### src/rtl/ldst_pipe_arbiter_if.sv
// ldst_pipe_arbiter_if: requester, memory-stage and completion signals of the
// data-memory load/store port arbiter. "slave" is the arbiter's view, "master"
// is the view of the requesters plus memory stage that surround it.
interface ldst_pipe_arbiter_if #(
    parameter int unsigned PAYLOAD_W = 122,
    parameter int unsigned DATA_W    = 32
);
    // Port 0: execute-stage load/store unit
    logic                 iP0_REQ;
    logic [PAYLOAD_W-1:0] iP0_PAYLOAD;
    logic                 oP0_BUSY;
    logic                 oP0_VALID;
    logic [DATA_W-1:0]    oP0_DATA;

    // Port 1: debug / DMA access unit
    logic                 iP1_REQ;
    logic [PAYLOAD_W-1:0] iP1_PAYLOAD;
    logic                 oP1_BUSY;
    logic                 oP1_VALID;
    logic [DATA_W-1:0]    oP1_DATA;

    // Memory access stage
    logic                 oMEM_REQ;
    logic [PAYLOAD_W-1:0] oMEM_PAYLOAD;
    logic                 iMEM_BUSY;
    logic                 iMEM_VALID;
    logic [DATA_W-1:0]    iMEM_DATA;

    modport slave (
        input  iP0_REQ, iP0_PAYLOAD,
        output oP0_BUSY, oP0_VALID, oP0_DATA,
        input  iP1_REQ, iP1_PAYLOAD,
        output oP1_BUSY, oP1_VALID, oP1_DATA,
        output oMEM_REQ, oMEM_PAYLOAD,
        input  iMEM_BUSY, iMEM_VALID, iMEM_DATA
    );

    modport master (
        output iP0_REQ, iP0_PAYLOAD,
        input  oP0_BUSY, oP0_VALID, oP0_DATA,
        output iP1_REQ, iP1_PAYLOAD,
        input  oP1_BUSY, oP1_VALID, oP1_DATA,
        input  oMEM_REQ, oMEM_PAYLOAD,
        output iMEM_BUSY, iMEM_VALID, iMEM_DATA
    );
endinterface

### src/rtl/ldst_pipe_arbiter.sv
// ldst_pipe_arbiter: two-requester arbiter for the single data-memory
// load/store port. Port 0 is the execute-stage LSU, port 1 a debug/DMA master.
// One transaction outstanding at a time; request payload is forwarded
// combinationally (zero added latency) and the completion is routed back to
// the owning requester only.
//
// Build option: define LDST_ARB_ROUND_ROBIN_EN to alternate ties between the
// ports; otherwise port 0 always wins a tie.
//
// Payload layout (MSB..LSB), forwarded bit-exact:
//   RW[121] PDT[120:89] ADDR[88:57] DATA[56:25] ORDER[24:23] MASK[22:19]
//   ASID[18:5] MMUMOD[4:3] MMUPS[2:0]
module ldst_pipe_arbiter #(
    parameter int unsigned PAYLOAD_W = 122
) (
    input  logic              iCLOCK,
    input  logic              inRESET,
    input  logic              iRESET_SYNC,
    input  logic              iEVENT_HOLD,
    ldst_pipe_arbiter_if.slave bus
);

    localparam int unsigned DATA_W = 32;

    localparam logic [0:0] ST_IDLE = 1'b0;
    localparam logic [0:0] ST_WAIT = 1'b1;

    logic [0:0] state_q;
    logic [0:0] state_d;
    logic       owner_q;
    logic       owner_d;
`ifdef LDST_ARB_ROUND_ROBIN_EN
    logic       last_grant_q;
    logic       last_grant_d;
`endif

    logic       hold_c;
    logic       idle_c;
    logic       pri0_c;
    logic       pri1_c;
    logic       win0_c;
    logic       win1_c;
    logic       done_c;

    // Reset, synchronous reset and pipeline flush all suppress grants and
    // completions in the current cycle and return the FSM to IDLE.
    assign hold_c = !inRESET || iRESET_SYNC || iEVENT_HOLD;
    assign idle_c = (state_q == ST_IDLE);

    // Tie-break: which port may win when both request in the same cycle
`ifdef LDST_ARB_ROUND_ROBIN_EN
    assign pri0_c = !bus.iP1_REQ || last_grant_q;
    assign pri1_c = !bus.iP0_REQ || !last_grant_q;
`else
    assign pri0_c = 1'b1;
    assign pri1_c = !bus.iP0_REQ;
`endif

    // Grant qualification: only in IDLE, with the memory stage ready and no flush
    assign win0_c = idle_c && !hold_c && !bus.iMEM_BUSY && bus.iP0_REQ && pri0_c;
    assign win1_c = idle_c && !hold_c && !bus.iMEM_BUSY && bus.iP1_REQ && pri1_c;

    // Completion of the outstanding transaction; a stray VALID in IDLE is ignored
    assign done_c = (state_q == ST_WAIT) && bus.iMEM_VALID && !hold_c;

    // Next-state logic and the combinational handshake outputs
    always_comb begin
        state_d          = state_q;
        owner_d          = owner_q;
`ifdef LDST_ARB_ROUND_ROBIN_EN
        last_grant_d     = last_grant_q;
`endif
        bus.oMEM_REQ     = 1'b0;
        bus.oMEM_PAYLOAD = bus.iP0_PAYLOAD;
        bus.oP0_VALID    = 1'b0;
        bus.oP1_VALID    = 1'b0;
        bus.oP0_DATA     = '0;
        bus.oP1_DATA     = '0;
        bus.oP0_BUSY     = !idle_c || bus.iMEM_BUSY || win1_c || hold_c;
        bus.oP1_BUSY     = !idle_c || bus.iMEM_BUSY || win0_c || hold_c;

        bus.oMEM_REQ = win0_c || win1_c;
        if (!inRESET) begin
            bus.oMEM_PAYLOAD = '0;
        end else if (win1_c) begin
            bus.oMEM_PAYLOAD = bus.iP1_PAYLOAD;
        end

        if (done_c) begin
            bus.oP0_VALID = !owner_q;
            bus.oP1_VALID = owner_q;
            if (owner_q) begin
                bus.oP1_DATA = bus.iMEM_DATA;
            end else begin
                bus.oP0_DATA = bus.iMEM_DATA;
            end
        end

        if (hold_c) begin
            state_d      = ST_IDLE;
            owner_d      = 1'b0;
`ifdef LDST_ARB_ROUND_ROBIN_EN
            last_grant_d = 1'b1;
`endif
        end else begin
            case (state_q)
                ST_IDLE: begin
                    if (win0_c || win1_c) begin
                        state_d      = ST_WAIT;
                        owner_d      = win1_c;
`ifdef LDST_ARB_ROUND_ROBIN_EN
                        last_grant_d = win1_c;
`endif
                    end
                end
                ST_WAIT: begin
                    if (done_c) begin
                        state_d = ST_IDLE;
                    end
                end
                default: state_d = ST_IDLE;
            endcase
        end
    end

    // State, owner and tie-break history registers
    always_ff @(posedge iCLOCK or negedge inRESET) begin
        if (!inRESET) begin
            state_q      <= ST_IDLE;
            owner_q      <= 1'b0;
`ifdef LDST_ARB_ROUND_ROBIN_EN
            last_grant_q <= 1'b1;
`endif
        end else begin
            state_q      <= state_d;
            owner_q      <= owner_d;
`ifdef LDST_ARB_ROUND_ROBIN_EN
            last_grant_q <= last_grant_d;
`endif
        end
    end

    // Never two winners in one cycle
    a_single_winner: assert property (@(posedge iCLOCK) disable iff (!inRESET)
        !(win0_c && win1_c));

    // Completions only leave the arbiter while a transaction is outstanding
    a_valid_in_wait: assert property (@(posedge iCLOCK) disable iff (!inRESET)
        (bus.oP0_VALID || bus.oP1_VALID) |-> (state_q == ST_WAIT));

    // At most one requester sees its completion per cycle
    a_valid_onehot: assert property (@(posedge iCLOCK) disable iff (!inRESET)
        !(bus.oP0_VALID && bus.oP1_VALID));

    // Read data is zero whenever the matching completion strobe is low
    a_data_zero: assert property (@(posedge iCLOCK) disable iff (!inRESET)
        (!bus.oP0_VALID -> (bus.oP0_DATA == DATA_W'(0))) &&
        (!bus.oP1_VALID -> (bus.oP1_DATA == DATA_W'(0))));

    // A granted request is never marked busy to its own requester
    a_grant_not_busy: assert property (@(posedge iCLOCK) disable iff (!inRESET)
        (win0_c -> !bus.oP0_BUSY) && (win1_c -> !bus.oP1_BUSY));

endmodule

### src/flat_wrapper.sv
// flat-port wrapper written by rule: the top's interface ports become plain ports
module ldst_pipe_arbiter_flat 
#(
    parameter int unsigned PAYLOAD_W = 122
)
  (iCLOCK, inRESET, iRESET_SYNC, iEVENT_HOLD, bus_iP0_REQ, bus_iP0_PAYLOAD, bus_oP0_BUSY, bus_oP0_VALID, bus_oP0_DATA, bus_iP1_REQ, bus_iP1_PAYLOAD, bus_oP1_BUSY, bus_oP1_VALID, bus_oP1_DATA, bus_oMEM_REQ, bus_oMEM_PAYLOAD, bus_iMEM_BUSY, bus_iMEM_VALID, bus_iMEM_DATA);
  ldst_pipe_arbiter_if #(.PAYLOAD_W(PAYLOAD_W)) bus_i ();
  input  logic iCLOCK;
  input  logic inRESET;
  input  logic iRESET_SYNC;
  input  logic iEVENT_HOLD;
  input wire logic [$bits(bus_i.iP0_REQ)-1:0] bus_iP0_REQ;
  input wire logic [$bits(bus_i.iP0_PAYLOAD)-1:0] bus_iP0_PAYLOAD;
  output wire logic [$bits(bus_i.oP0_BUSY)-1:0] bus_oP0_BUSY;
  output wire logic [$bits(bus_i.oP0_VALID)-1:0] bus_oP0_VALID;
  output wire logic [$bits(bus_i.oP0_DATA)-1:0] bus_oP0_DATA;
  input wire logic [$bits(bus_i.iP1_REQ)-1:0] bus_iP1_REQ;
  input wire logic [$bits(bus_i.iP1_PAYLOAD)-1:0] bus_iP1_PAYLOAD;
  output wire logic [$bits(bus_i.oP1_BUSY)-1:0] bus_oP1_BUSY;
  output wire logic [$bits(bus_i.oP1_VALID)-1:0] bus_oP1_VALID;
  output wire logic [$bits(bus_i.oP1_DATA)-1:0] bus_oP1_DATA;
  output wire logic [$bits(bus_i.oMEM_REQ)-1:0] bus_oMEM_REQ;
  output wire logic [$bits(bus_i.oMEM_PAYLOAD)-1:0] bus_oMEM_PAYLOAD;
  input wire logic [$bits(bus_i.iMEM_BUSY)-1:0] bus_iMEM_BUSY;
  input wire logic [$bits(bus_i.iMEM_VALID)-1:0] bus_iMEM_VALID;
  input wire logic [$bits(bus_i.iMEM_DATA)-1:0] bus_iMEM_DATA;
  assign bus_i.iP0_REQ = bus_iP0_REQ;
  assign bus_i.iP0_PAYLOAD = bus_iP0_PAYLOAD;
  assign bus_oP0_BUSY = bus_i.oP0_BUSY;
  assign bus_oP0_VALID = bus_i.oP0_VALID;
  assign bus_oP0_DATA = bus_i.oP0_DATA;
  assign bus_i.iP1_REQ = bus_iP1_REQ;
  assign bus_i.iP1_PAYLOAD = bus_iP1_PAYLOAD;
  assign bus_oP1_BUSY = bus_i.oP1_BUSY;
  assign bus_oP1_VALID = bus_i.oP1_VALID;
  assign bus_oP1_DATA = bus_i.oP1_DATA;
  assign bus_oMEM_REQ = bus_i.oMEM_REQ;
  assign bus_oMEM_PAYLOAD = bus_i.oMEM_PAYLOAD;
  assign bus_i.iMEM_BUSY = bus_iMEM_BUSY;
  assign bus_i.iMEM_VALID = bus_iMEM_VALID;
  assign bus_i.iMEM_DATA = bus_iMEM_DATA;
  ldst_pipe_arbiter #(.PAYLOAD_W(PAYLOAD_W)) u_core (.iCLOCK(iCLOCK), .inRESET(inRESET), .iRESET_SYNC(iRESET_SYNC), .iEVENT_HOLD(iEVENT_HOLD), .bus(bus_i));
endmodule
### config.mk
export PLATFORM = sky130hd
export DESIGN_NAME = ldst_pipe_arbiter_flat
export DESIGN_NICKNAME = d
export VERILOG_FILES = /design/src/rtl/ldst_pipe_arbiter_if.sv /design/src/rtl/ldst_pipe_arbiter.sv /design/src/flat_wrapper.sv
export SDC_FILE = /design/constraint.sdc
export NUM_CORES = 1
export LEC_CHECK = 0
export ABC_AREA = 1
export BUFFER_PORTS_ARGS = -buffer_cell sky130_fd_sc_hd__buf_2
export CAP_MARGIN = 30
export CORE_AREA = 5 5 180 182
export CTS_CLUSTER_DIAMETER = 40
export CTS_CLUSTER_SIZE = 30
export DETAILED_ROUTE_END_ITERATION = 10
export DIE_AREA = 0 0 185 187
export PLACE_DENSITY = 0.35
export SYNTH_ARGS = -nofsm -noshare
export SYNTH_HDL_FRONTEND = slang
export SYNTH_SLANG_ARGS = --single-unit
### constraint.sdc
create_clock -name iCLOCK -period 2.1 [get_ports iCLOCK]
set_clock_uncertainty 0.2 [all_clocks]
set_input_delay 0.105 -clock iCLOCK [delete_from_list [all_inputs] [get_ports iCLOCK]]
set_output_delay 0.105 -clock iCLOCK [all_outputs]
set_load 0.01 [all_outputs]
Word-level counts from Yosys, hierarchy flattened
Cells that the tools add are included.

cells by class
  multiplexer cells = 15
  add/sub/neg operators = 0
  shift operators = 0
  div/mod/pow operators = 0
  reduce and logical (&&, ||, !) cells = 22
  $mul = 0
  order comparisons = 0
  bitwise logic cells = 1
  equality and inequality tests = 1

operators by type and width
  operator                                       number
  two-way mux 122 bit                            2
  two-way mux 32 bit                             4
  logical OR 1 bit                               8
  two-way mux 1 bit                              8
  logical AND 1 bit                              7
  zero test 1 bit                                5
  inequality test 2 bit (second input constant)  1
  one-hot mux 1 bit (2 select lines)             1
  AND reduction 2 bit                            1
  nonzero test 2 bit                             1
  NOT 1 bit                                      1

word-level totals
  memory bits (writable) = 0
  bits in registers = 2
  memories = 0
  output and inout port bits = 191
  memory bits (read-only) = 0
  latch bits = 0
  logic and storage cells = 41
  input bits = 284

Depth between registers and ports, before layout
Gate-level depths: netlist of the first run.

  word-level depth = 12
  gate-level depth with buffers = 9
  gate-level depth less buffers = 6

Worst setup path after synthesis of the first run
No wires, ideal clock.

  kind = register to output
  from = reg u_core.state_q
  to = out bus_oMEM_PAYLOAD[110]
  buffers on the path = 2
  data required time = 1.795 ns
  path slack = 0.473 ns
  cell stages (with the launch flop) = 8
  arrival time = 1.322 ns
  cells stage by stage = dfrtp_1 > nor2_1 > nand4_1 > nor2_2 > buf_6 > buf_6 > nor2_1 > nor2_1

on the way
  cells in the longest elaborated chain, start to end = 7

ends and longest elaborated chain
  item                             RTL line                  RTL
  start: declaration               ldst_pipe_arbiter.sv:28   logic [0:0] state_q;
  start signal: assignment         ldst_pipe_arbiter.sv:135  state_q <= state_d;
  NOT 1 bit                        ldst_pipe_arbiter.sv:48   assign idle_c = (state_q == ST_IDLE);
  logical AND 1 bit (4 in series)  ldst_pipe_arbiter.sv:61   assign win1_c = idle_c && !hold_c && !bus.iMEM_BUSY && bus.iP1_REQ && pri1_c;
  two-way mux 122 bit              ldst_pipe_arbiter.sv:85   end else if (win1_c) begin
  two-way mux 122 bit              ldst_pipe_arbiter.sv:83   if (!inRESET) begin
  end: declaration                 flat_wrapper.sv:23        output wire logic [$bits(bus_i.oMEM_PAYLOAD)-1:0] bus_oMEM_PAYLOAD;

No other way between the ends.

Worst setup path in the final report of the first run
  from = reg u_core.state_q
  to = out bus_oMEM_PAYLOAD[75]

The elaborated chain is that of the path after synthesis.

==> results.toml, run 1 <==
[worst_setup_path]
path_depth = 9
critPathKind = "reg -> out"
startpoint_type = "flop"
cp_num_buf_inv = 4
crit_path_end_kind = "output port"
crit_arrival_ps = 1750
path_max_fanout = 12
worst_path_dominant_cell_family = "simple AND/OR/NAND/NOR gates"
crit_top_cell = "nor2_1"
r2r_cells = 7
path_cells = "nor2_2, nand4_1, nor2_4, buf_4, buf_12, buf_16, nor2_1, nor2_1, buf_2"
required_ps = 1790
crit_path_max_incr_delay_ps = 390
slowest_stage = "dfrtp_1"

[logic_synthesis]
ys_warn_count = 0
synth_fa_ha_area_share_pct = 0
ys_seq_area_share_pct = 1.42
mappedNetlistArea_mm2 = 0.00351
synth-async-reset-ratio_pct = 100
ys_types = 17
synth.area.mux_share_pct = 0
synthTopCellsByCount = "nor2_1, inv_1, nand2_1, nand4_1, clkbuf_1"
syn_avg_cell_area_um2 = 4.34
synth_flop_cell = "dfrtp_1"
synth-simple-area-share_pct = 69.9
yosysTopAreaCell = "nor2_1"
synth_most_common_cell = "nor2_1"
synth_xor_area_share_pct = 0
synth_edf_count = 0
syn_nets = 1093
synth_top_family_by_area = "simple AND/OR/NAND/NOR gates"
synth.ff_latch_count = 2
synth_compound_area_share_pct = 0.285
yosys.area.top_type_share_pct = 33.1
syn_inst = 809
ys_top_cells_by_area = "nor2_1, nand4_1, inv_1"

[layout]
nNetsFinal = 1532
drive_gt1_share_pct = 42.1
area_growth_pct = 87.1
n_fill_cell = 3634

[die]
rows = 64
fp.coreArea_mm2 = 0.0304
fp.dieArea_mm2 = 0.0346
die_x_um = 185
start_util_pct = 11.6
die_h_um = 187
num_io_pins = 475

[clock_tree]
cts_root_buf = "clkbuf_16"
cts_tree = "yes"
cts_sinks = 2
clk-insertion-delay-late_ps = 220
htree_levels = 1
cts.clk_slew.worst_paths_ps = 30
clk_path_buf_depth = 2
numCtsBuffers = 3

[pwr]
p_leak_nw = 4.38
p_per_area_mw_per_mm2 = 194
ir_drop_uv = 108

[timing]
slew_violations = 0
rsz0062_at_grt = "true"
setup_ws_ps = 40.3
holdWs_ps = 97.7
finalSetupViolations = 0
worst_pin_slew_ps = 547
timing.fmax_ghz = 0.486
final_hold_viol_count = 0
fin_crit_ps = 2060
slew_headroom_pct = 63.5
period_share_pct = 98.1

[placed_design]
io_buffers = 474
pre_cts_ws_ps = 150
hpwl_um = 19400
gp_congestion = 0.822

[route]
vias = 6391
firstDrtPassIters = 4
final_antenna_net_count = 0
route.detailed.drc = 0
totalWireLength_um = 24400
via_per_inst = 3.89
wire_per_inst_um = 14.8
drt_iter0_markers = 139

[status]
status = "complete, no violations"

[global_route]
antenna_found_initial = 5
grt-ovfl-total = 0
first_global_vias = 6313
grt_pass1_wl_um = 35000
groute.usage.overall_pct = 12.6
grt_max_degree = 124

[hold_path]
whs_path_depth = 4
min_path_type = "in -> reg"

[flow_run]
maxCapViolations = 0
==> cell families (layout without fill, tap and decap cells) <==
group / count (synthesis) / count (layout)
compound gates: 2 / 2
flops: 2 / 2
buf+inv: 238 / 675
simple gates: 567 / 567
other cells: 0 / 1
==> layout by cell type (no fill, tap or decap) <==
cell	count
a21oi_1	1
buf_12	11
buf_16	2
buf_2	471
buf_4	18
buf_6	2
clkbuf_16	5
dfrtp_1	2
diode_2	1
dlygate4sd3_1	1
inv_1	158
inv_2	6
inv_4	1
nand2_1	128
nand2_2	1
nand3_1	1
nand3_2	1
nand4_1	123
nor2_1	307
nor2_2	4
nor2_4	2
o21ai_1	1
==> flip-flops by register name, summed over array words and instances, names as in the netlist <==
signal,count
u_core.owner_q,1
u_core.state_q,1
==> area by class of cell <==
type	instances	area [um^2]	area share [%]
Antenna cell	1	2.50	0.0381
Inverter	165	622	9.46
Multi-Input combinational cell	569	2480	37.7
Timing Repair Buffer	507	2850	43.3
Sequential cell	2	50.0	0.761
Clock buffer	3	75.1	1.14
Tap cell	396	495	7.53
==> report_power, final <==
group | leakage [nW] | total, mW | internal, mW | switching [mW]
clock | 0.0370 | 0.285 | 0.242 | 0.0427
combinational | 4.32 | 0.952 | 0.428 | 0.523
sequential | 0.0277 | 0.0404 | 0.0396 | 0.000743
total | 4.38 | 1.28 | 0.710 | 0.567
==> worst reg2reg max path, delay by kind of cell, from the launching register on <==
kind	cells	cell delay (ps)
AOI/OAI and AO/OA	1	170
DFF	1	390
buffers and inverters	2	290
and+or+nand+nor	4	470
==> routing by layer <==
layer / share of wire, % / track usage (%) / up-vias / routed length (um)
li1: - / - / 3329 / -
met1: 37 / 13.1 / 2723 / 8940
met2: 52 / 24.8 / 301 / 12700
met3: 8.9 / 2.64 / 30 / 2170
met4: 2.2 / 3.56 / 8 / 533
met5: 0.22 / 0 / - / 53
==> final timing paths <==
kind | startpoint | end | slack (ps)
hold reg to reg | u_core.owner_q$_DFFE_PN0P_ | u_core.owner_q$_DFFE_PN0P_ | 380
setup / recovery | u_core.state_q$_DFF_PN0_ | bus_oMEM_PAYLOAD[75] | 40
min in group asynchronous | inRESET | u_core.owner_q$_DFFE_PN0P_ | 620
max in group asynchronous | inRESET | u_core.state_q$_DFF_PN0_ | 940
hold / removal | bus_iMEM_VALID | u_core.state_q$_DFF_PN0_ | 100
setup reg to reg | u_core.state_q$_DFF_PN0_ | u_core.owner_q$_DFFE_PN0P_ | 460
==> per-stage QoR <==
step / instances / instance area, um^2 / setup TNS [ps] / total power [mW] / utilization [%]
2_1_floorplan: 809 / 3510 / 0 / 0.480 / -
3_3_place_gp: 1629 / 6310 / 0 / 1.00 / 20.7
3_5_place_dp: 1629 / 6310 / 0 / 0.989 / 20.7
4_1_cts: 1638 / 6480 / -7.82 / 1.29 / 21.3
5_1_grt: 1643 / 6580 / -5190 / 1.40 / 21.6
6_report: 1643 / 6580 / 0 / 1.28 / 21.6
==> what timing repair did <==
item	CTS	global route
gates resized for setup	5	6
hold endpoints to repair	2	0
setup buffers	4	2
setup endpoints to repair	77	119
gates cloned	1	2
hold buffers	1	0
pin swaps	3	8
No activity file was read; power rests on OpenSTA's default activity.
==> run 2, diff against run 1 <==
--- a/config.mk
+++ b/config.mk
@@ -13,6 +13,7 @@
 export CTS_CLUSTER_SIZE = 30
 export DETAILED_ROUTE_END_ITERATION = 10
 export DIE_AREA = 0 0 185 187
+export MAX_ROUTING_LAYER = met4
 export PLACE_DENSITY = 0.35
 export SYNTH_ARGS = -nofsm -noshare
 export SYNTH_HDL_FRONTEND = slang
==> run 2 against run 1 <==
Effect of this change:
- count of clock-buffer cells in the layout unchanged
- total power grew 0.14%
- utilization barely moved
- critical path depth did not move
- fmax fell by 0.27%
- clock power is essentially flat
- global-route usage rose by 0.36 points
- hold slack barely moved
- highest routed layer is now met4
==> results.toml, run 2 (synthesized netlist as in run 1, its figures left out) <==
[layout]
reg_top3 = "u_core.owner_q x1, u_core.state_q x1"
seqCellArea_um2 = 50.0
layout_commonest_cell = "buf_2"
area_growth_pct = 87.4
n_fill_cell = 3633
multi_input_area_mm2 = 0.00248
drive_gt1_share_pct = 42.1
mostFrequentLayoutCells = "buf_2, nor2_1, inv_1"
nNetsFinal = 1532

[die]
die_x_um = 185
start_util_pct = 11.6
fp.coreArea_mm2 = 0.0304
die_h_um = 187
rows = 64
num_io_pins = 475
fp.dieArea_mm2 = 0.0346

[global_route]
antenna_found_initial = 5
first_global_vias = 6323
grt_pass1_wl_um = 34900
groute.usage.overall_pct = 12.9
grt_max_degree = 124
grt-ovfl-total = 0

[timing]
final_hold_viol_count = 0
slew_violations = 0
setup_ws_ps = 34.7
worst_pin_slew_ps = 561
slew_headroom_pct = 62.6
fin_tns_setup_ps = 0
rsz0062_at_grt = "true"
period_share_pct = 98.3
timing.fmax_ghz = 0.484
finalSetupViolations = 0
fin_crit_ps = 2070

[pwr]
p_leak_nw = 4.38
seqPwrFrac_pct = 3.2
p_clk_share_pct = 22.3
power_switching_mw = 0.569
swShare_pct = 44.5
internal-power_mw = 0.710
p_per_area_mw_per_mm2 = 194
combPwrFrac_pct = 74.6
finalPower_mw = 1.28
ir_drop_uv = 108

[worst_setup_path]
startpoint_type = "flop"
required_ps = 1790
crit_path_max_incr_delay_ps = 390
cp_num_buf_inv = 4
crit_path_end_kind = "output port"
r2r_start = "u_core.state_q$_DFF_PN0_"
path_cells = "nor2_2, nand4_1, nor2_4, buf_4, buf_12, buf_16, nor2_1, nor2_1, buf_2"
crit_arrival_ps = 1760
slowest_stage = "dfrtp_1"
crit_top_cell = "nor2_1"
r2r-end = "u_core.owner_q$_DFFE_PN0P_"
worst_path_dominant_cell_family = "simple AND/OR/NAND/NOR gates"
r2r_cells = 7
rrSetupSlack_ps = 460
path_max_fanout = 12
critPathKind = "reg -> out"

[route]
via_per_inst = 3.88
vias = 6391
route.detailed.drc = 0
final_antenna_net_count = 0
drt_iter0_markers = 133
wire_per_inst_um = 14.8
totalWireLength_um = 24400
firstDrtPassIters = 6

[clock_tree]
numCtsBuffers = 3
clk-insertion-delay-late_ps = 220
htree_levels = 1
clk_path_buf_depth = 2
cts_tree = "yes"
cts_root_buf = "clkbuf_16"
cts_sinks = 2
cts.clk_slew.worst_paths_ps = 30

[placed_design]
pre_cts_ws_ps = 150
gp_congestion = 0.834
hpwl_um = 19400
io_buffers = 474

[hold_path]
whs_endpoint = "u_core.state_q$_DFF_PN0_"
whs_path_depth = 4
hold_start = "bus_iMEM_VALID"
min_path_type = "in -> reg"

[flow_run]
maxCapViolations = 0

[status]
status = "complete, no violations"
==> run 2: cell types whose count changed in the layout (fill, tap and decap cells not counted) <==
cell | previous run | this run
diode_2 | 1 | 5
==> run 2: tightest hold or removal path: cells and delay by family <==
| family | cells | cell delay [ps] |
|---|---|---|
| AO/OA/AOI/OAI | 1 | 130 |
| buffers and inverters | 1 | 100 |
| AND/OR/NAND/NOR | 2 | 120 |
==> run 2: metal layers <==
layer,up-vias,wire length [um],GRT usage [%]
met3,22,2010,1.96
met1,2722,9260,13.6
met5,-,0,-
met2,309,12600,24.6
met4,0,507,3.56
li1,3338,-,-
==> run 2: area by class of cell <==
class / instances / share of cell area [%]
Antenna cell: 5 / 0.190
Clock buffer: 3 / 1.14
Inverter: 165 / 9.44
Multi-Input combinational cell: 569 / 37.7
Sequential cell: 2 / 0.760
Tap cell: 396 / 7.52
Timing Repair Buffer: 507 / 43.3
==> run 2: metrics by stage <==
step / cell area (um^2) / hold WS [ps] / std cells / util [%]
detailed placement: 6310 / 79.5 / 1629 / 20.7
global route: 6590 / 105 / 1647 / 21.6
CTS: 6480 / 84.2 / 1638 / 21.3
global placement: 6310 / 89.1 / 1629 / 20.7
floorplan: 3510 / -391 / 809 / -
finish: 6590 / 97.7 / 1647 / 21.6
==> run 2: how the worst max path moves through the flow <==
stage / startpoint / end / slack, ps / cells after the start
after floorplan: u_core.state_q$_DFF_PN0_ / bus_oMEM_PAYLOAD[110] / 470 / 7
after global placement: u_core.state_q$_DFF_PN0_ / bus_oMEM_PAYLOAD[102] / 140 / 8
after detailed placement: u_core.state_q$_DFF_PN0_ / bus_oMEM_PAYLOAD[102] / 150 / 8
after CTS: u_core.state_q$_DFF_PN0_ / bus_oMEM_PAYLOAD[57] / -4 / 8
after global routing: u_core.state_q$_DFF_PN0_ / bus_oMEM_PAYLOAD[57] / -110 / 8
final: u_core.state_q$_DFF_PN0_ / bus_oMEM_PAYLOAD[77] / 30 / 9
==> run 2: repair_timing <==
item	CTS	global route
gates resized for setup	5	6
endpoints found under the hold margin	2	0
pin swaps	3	8
hold buffers	1	0
cloned	1	2
setup endpoints to repair	77	119
setup buffers	4	2
==> run 2: power groups by stage <==
stage | combinational [mW] | clock (mW) | sequential (mW)
2_1_floorplan | 0.440 | 0 | 0.0404
3_3_place_gp | 0.960 | 0 | 0.0406
3_5_place_dp | 0.949 | 0 | 0.0406
4_1_cts | 0.960 | 0.289 | 0.0403
5_1_grt | 1.06 | 0.295 | 0.0404
6_report | 0.953 | 0.285 | 0.0404
==> run 3, diff against run 2 <==
--- a/config.mk
+++ b/config.mk
@@ -8,13 +8,12 @@
 export ABC_AREA = 1
 export BUFFER_PORTS_ARGS = -buffer_cell sky130_fd_sc_hd__buf_2
 export CAP_MARGIN = 30
-export CORE_AREA = 5 5 180 182
+export CORE_AREA = 3 3 183 185
 export CTS_CLUSTER_DIAMETER = 40
 export CTS_CLUSTER_SIZE = 30
 export DETAILED_ROUTE_END_ITERATION = 10
-export DIE_AREA = 0 0 185 187
+export DIE_AREA = 0 0 186 188
 export MAX_ROUTING_LAYER = met4
-export PLACE_DENSITY = 0.35
 export SYNTH_ARGS = -nofsm -noshare
 export SYNTH_HDL_FRONTEND = slang
 export SYNTH_SLANG_ARGS = --single-unit
==> run 3 against run 2 <==
Effect of this change:
- the run now ends with negative setup slack left
- sequential cell count stayed put
- non-clock buffer count is 19 higher
- hold slack gained 8.3 ps
==> results.toml, run 3 (synthesized netlist as in run 1, its figures left out) <==
[route]
route.detailed.drc = 0
final_antenna_net_count = 0
firstDrtPassIters = 6
via_per_inst = 3.95
drt_iter0_markers = 214
vias = 6602
totalWireLength_um = 22900
wire_per_inst_um = 13.7

[worst_setup_path]
slowest_stage = "dfrtp_1"
path_cells = "nor2_2, inv_2, nor2_4, buf_8, buf_12, clkbuf_16, buf_4, nand4_1, nand2_1, nor2_1, buf_2"
required_ps = 1790
crit_path_end_kind = "output port"
worst_path_dominant_cell_family = "buffers and inverters"
path_max_fanout = 7
rrSetupSlack_ps = 460
cp_num_buf_inv = 6
critPathKind = "reg -> out"
crit_arrival_ps = 1800
startpoint_type = "flop"
crit_path_max_incr_delay_ps = 390

[pwr]
ir_drop_uv = 117
finalPower_mw = 1.31
p_leak_nw = 4.53
p_per_area_mw_per_mm2 = 190

[placed_design]
io_buffers = 474
placed_area_mm2 = 0.00639
pre_cts_ws_ps = 156
hpwl_um = 17400
gp_congestion = 0.878
placed_cells = 1650

[global_route]
first_global_vias = 5916
grt_max_degree = 124
groute.usage.overall_pct = 11.2
grt_pass1_wl_um = 30200
grt-ovfl-total = 0
antenna_found_initial = 1

[timing]
slew_violations = 0
fin_tns_setup_ps = -5.48
finalSetupViolations = 1
rsz0062_at_grt = "true"
setup_ws_ps = -5.48
timing.fmax_ghz = 0.475
final_hold_viol_count = 0
period_share_pct = 100
worst_pin_slew_ps = 516
fin_crit_ps = 2110
slew_headroom_pct = 65.6

[flow_run]
maxCapViolations = 0

[die]
die_x_um = 186
fp.dieArea_mm2 = 0.0350
rows = 66
die_h_um = 188
fp.coreArea_mm2 = 0.0322
start_util_pct = 10.9
num_io_pins = 475

[clock_tree]
numCtsBuffers = 3
cts_sinks = 2
htree_levels = 1
cts_tree = "yes"
clk-insertion-delay-late_ps = 220
cts_root_buf = "clkbuf_16"
cts.clk_slew.worst_paths_ps = 30
clk_path_buf_depth = 2

[layout]
drive_gt1_share_pct = 42.7
antenna_cells = 0
area_growth_pct = 96.2
layout_commonest_cell = "buf_2"
instances_no_fill = 1673
mostFrequentLayoutCells = "buf_2, nor2_1, inv_1"
n_fill_cell = 3711
reg_top3 = "u_core.owner_q x1, u_core.state_q x1"
finalInstanceArea_mm2 = 0.00689
nNetsFinal = 1551

[status]
status = "finished with violations"
violations = "negative setup slack"

[hold_path]
min_path_type = "in -> reg"
[run 3: power breakdown]
group          internal, mW  switching [mW]  total [mW]  leakage (nW)
clock                 0.242          0.0421       0.284        0.0370
sequential           0.0396        0.000691      0.0403        0.0277
combinational         0.456           0.527       0.983          4.47
[run 3: area by class of cell]
cell class | count | area [um^2] | share of cell area [%]
Inverter | 165 | 621 | 9.00
Clock buffer | 3 | 75.1 | 1.09
Timing Repair Buffer | 526 | 3160 | 45.9
Multi-Input combinational cell | 569 | 2470 | 35.9
Sequential cell | 2 | 50.0 | 0.726
Tap cell | 408 | 510 | 7.40
[run 3: worst min-delay path: stages]
cell and delay, ps:
buf_2 100, nand2_1 60, nor2_1 70, a21oi_1 140
[run 3: what timing repair did]
action / CTS / global route
gates cloned: 3 / 9
gates resized for setup: 2 / 16
setup buffers: 5 / 3
hold buffers: 1 / 0
endpoints found under the hold margin: 2 / 0
pin swaps: 4 / 2
setup endpoints to repair: 56 / 94
[run 3: path summary, 6_finish.rpt]
kind | start | end | depth (start not counted)
worst max register to register | u_core.state_q$_DFF_PN0_ | u_core.owner_q$_DFFE_PN0P_ | 7
worst max-delay path | u_core.state_q$_DFF_PN0_ | bus_oMEM_PAYLOAD[9] | 11
min in group asynchronous | inRESET | u_core.owner_q$_DFFE_PN0P_ | 3
max in group asynchronous | inRESET | u_core.state_q$_DFF_PN0_ | 3
worst min register to register | u_core.owner_q$_DFFE_PN0P_ | u_core.owner_q$_DFFE_PN0P_ | 2
worst min-delay path | bus_iMEM_VALID | u_core.state_q$_DFF_PN0_ | 4
[run 3: metrics by stage]
step | util, % | hold WS, ps
2_1_floorplan | - | -391
4_1_cts | 20.6 | 101
3_3_place_gp | 19.9 | 96.4
5_1_grt | 21.4 | 137
3_5_place_dp | 19.9 | 99.3
6_report | 21.4 | 106
[run 3: routing by layer]
metal | GRT usage (%) | wire length, um
met5 | - | 0
met4 | 3.81 | 477
met1 | 12.1 | 9150
met2 | 21.0 | 11500
met3 | 1.34 | 1770
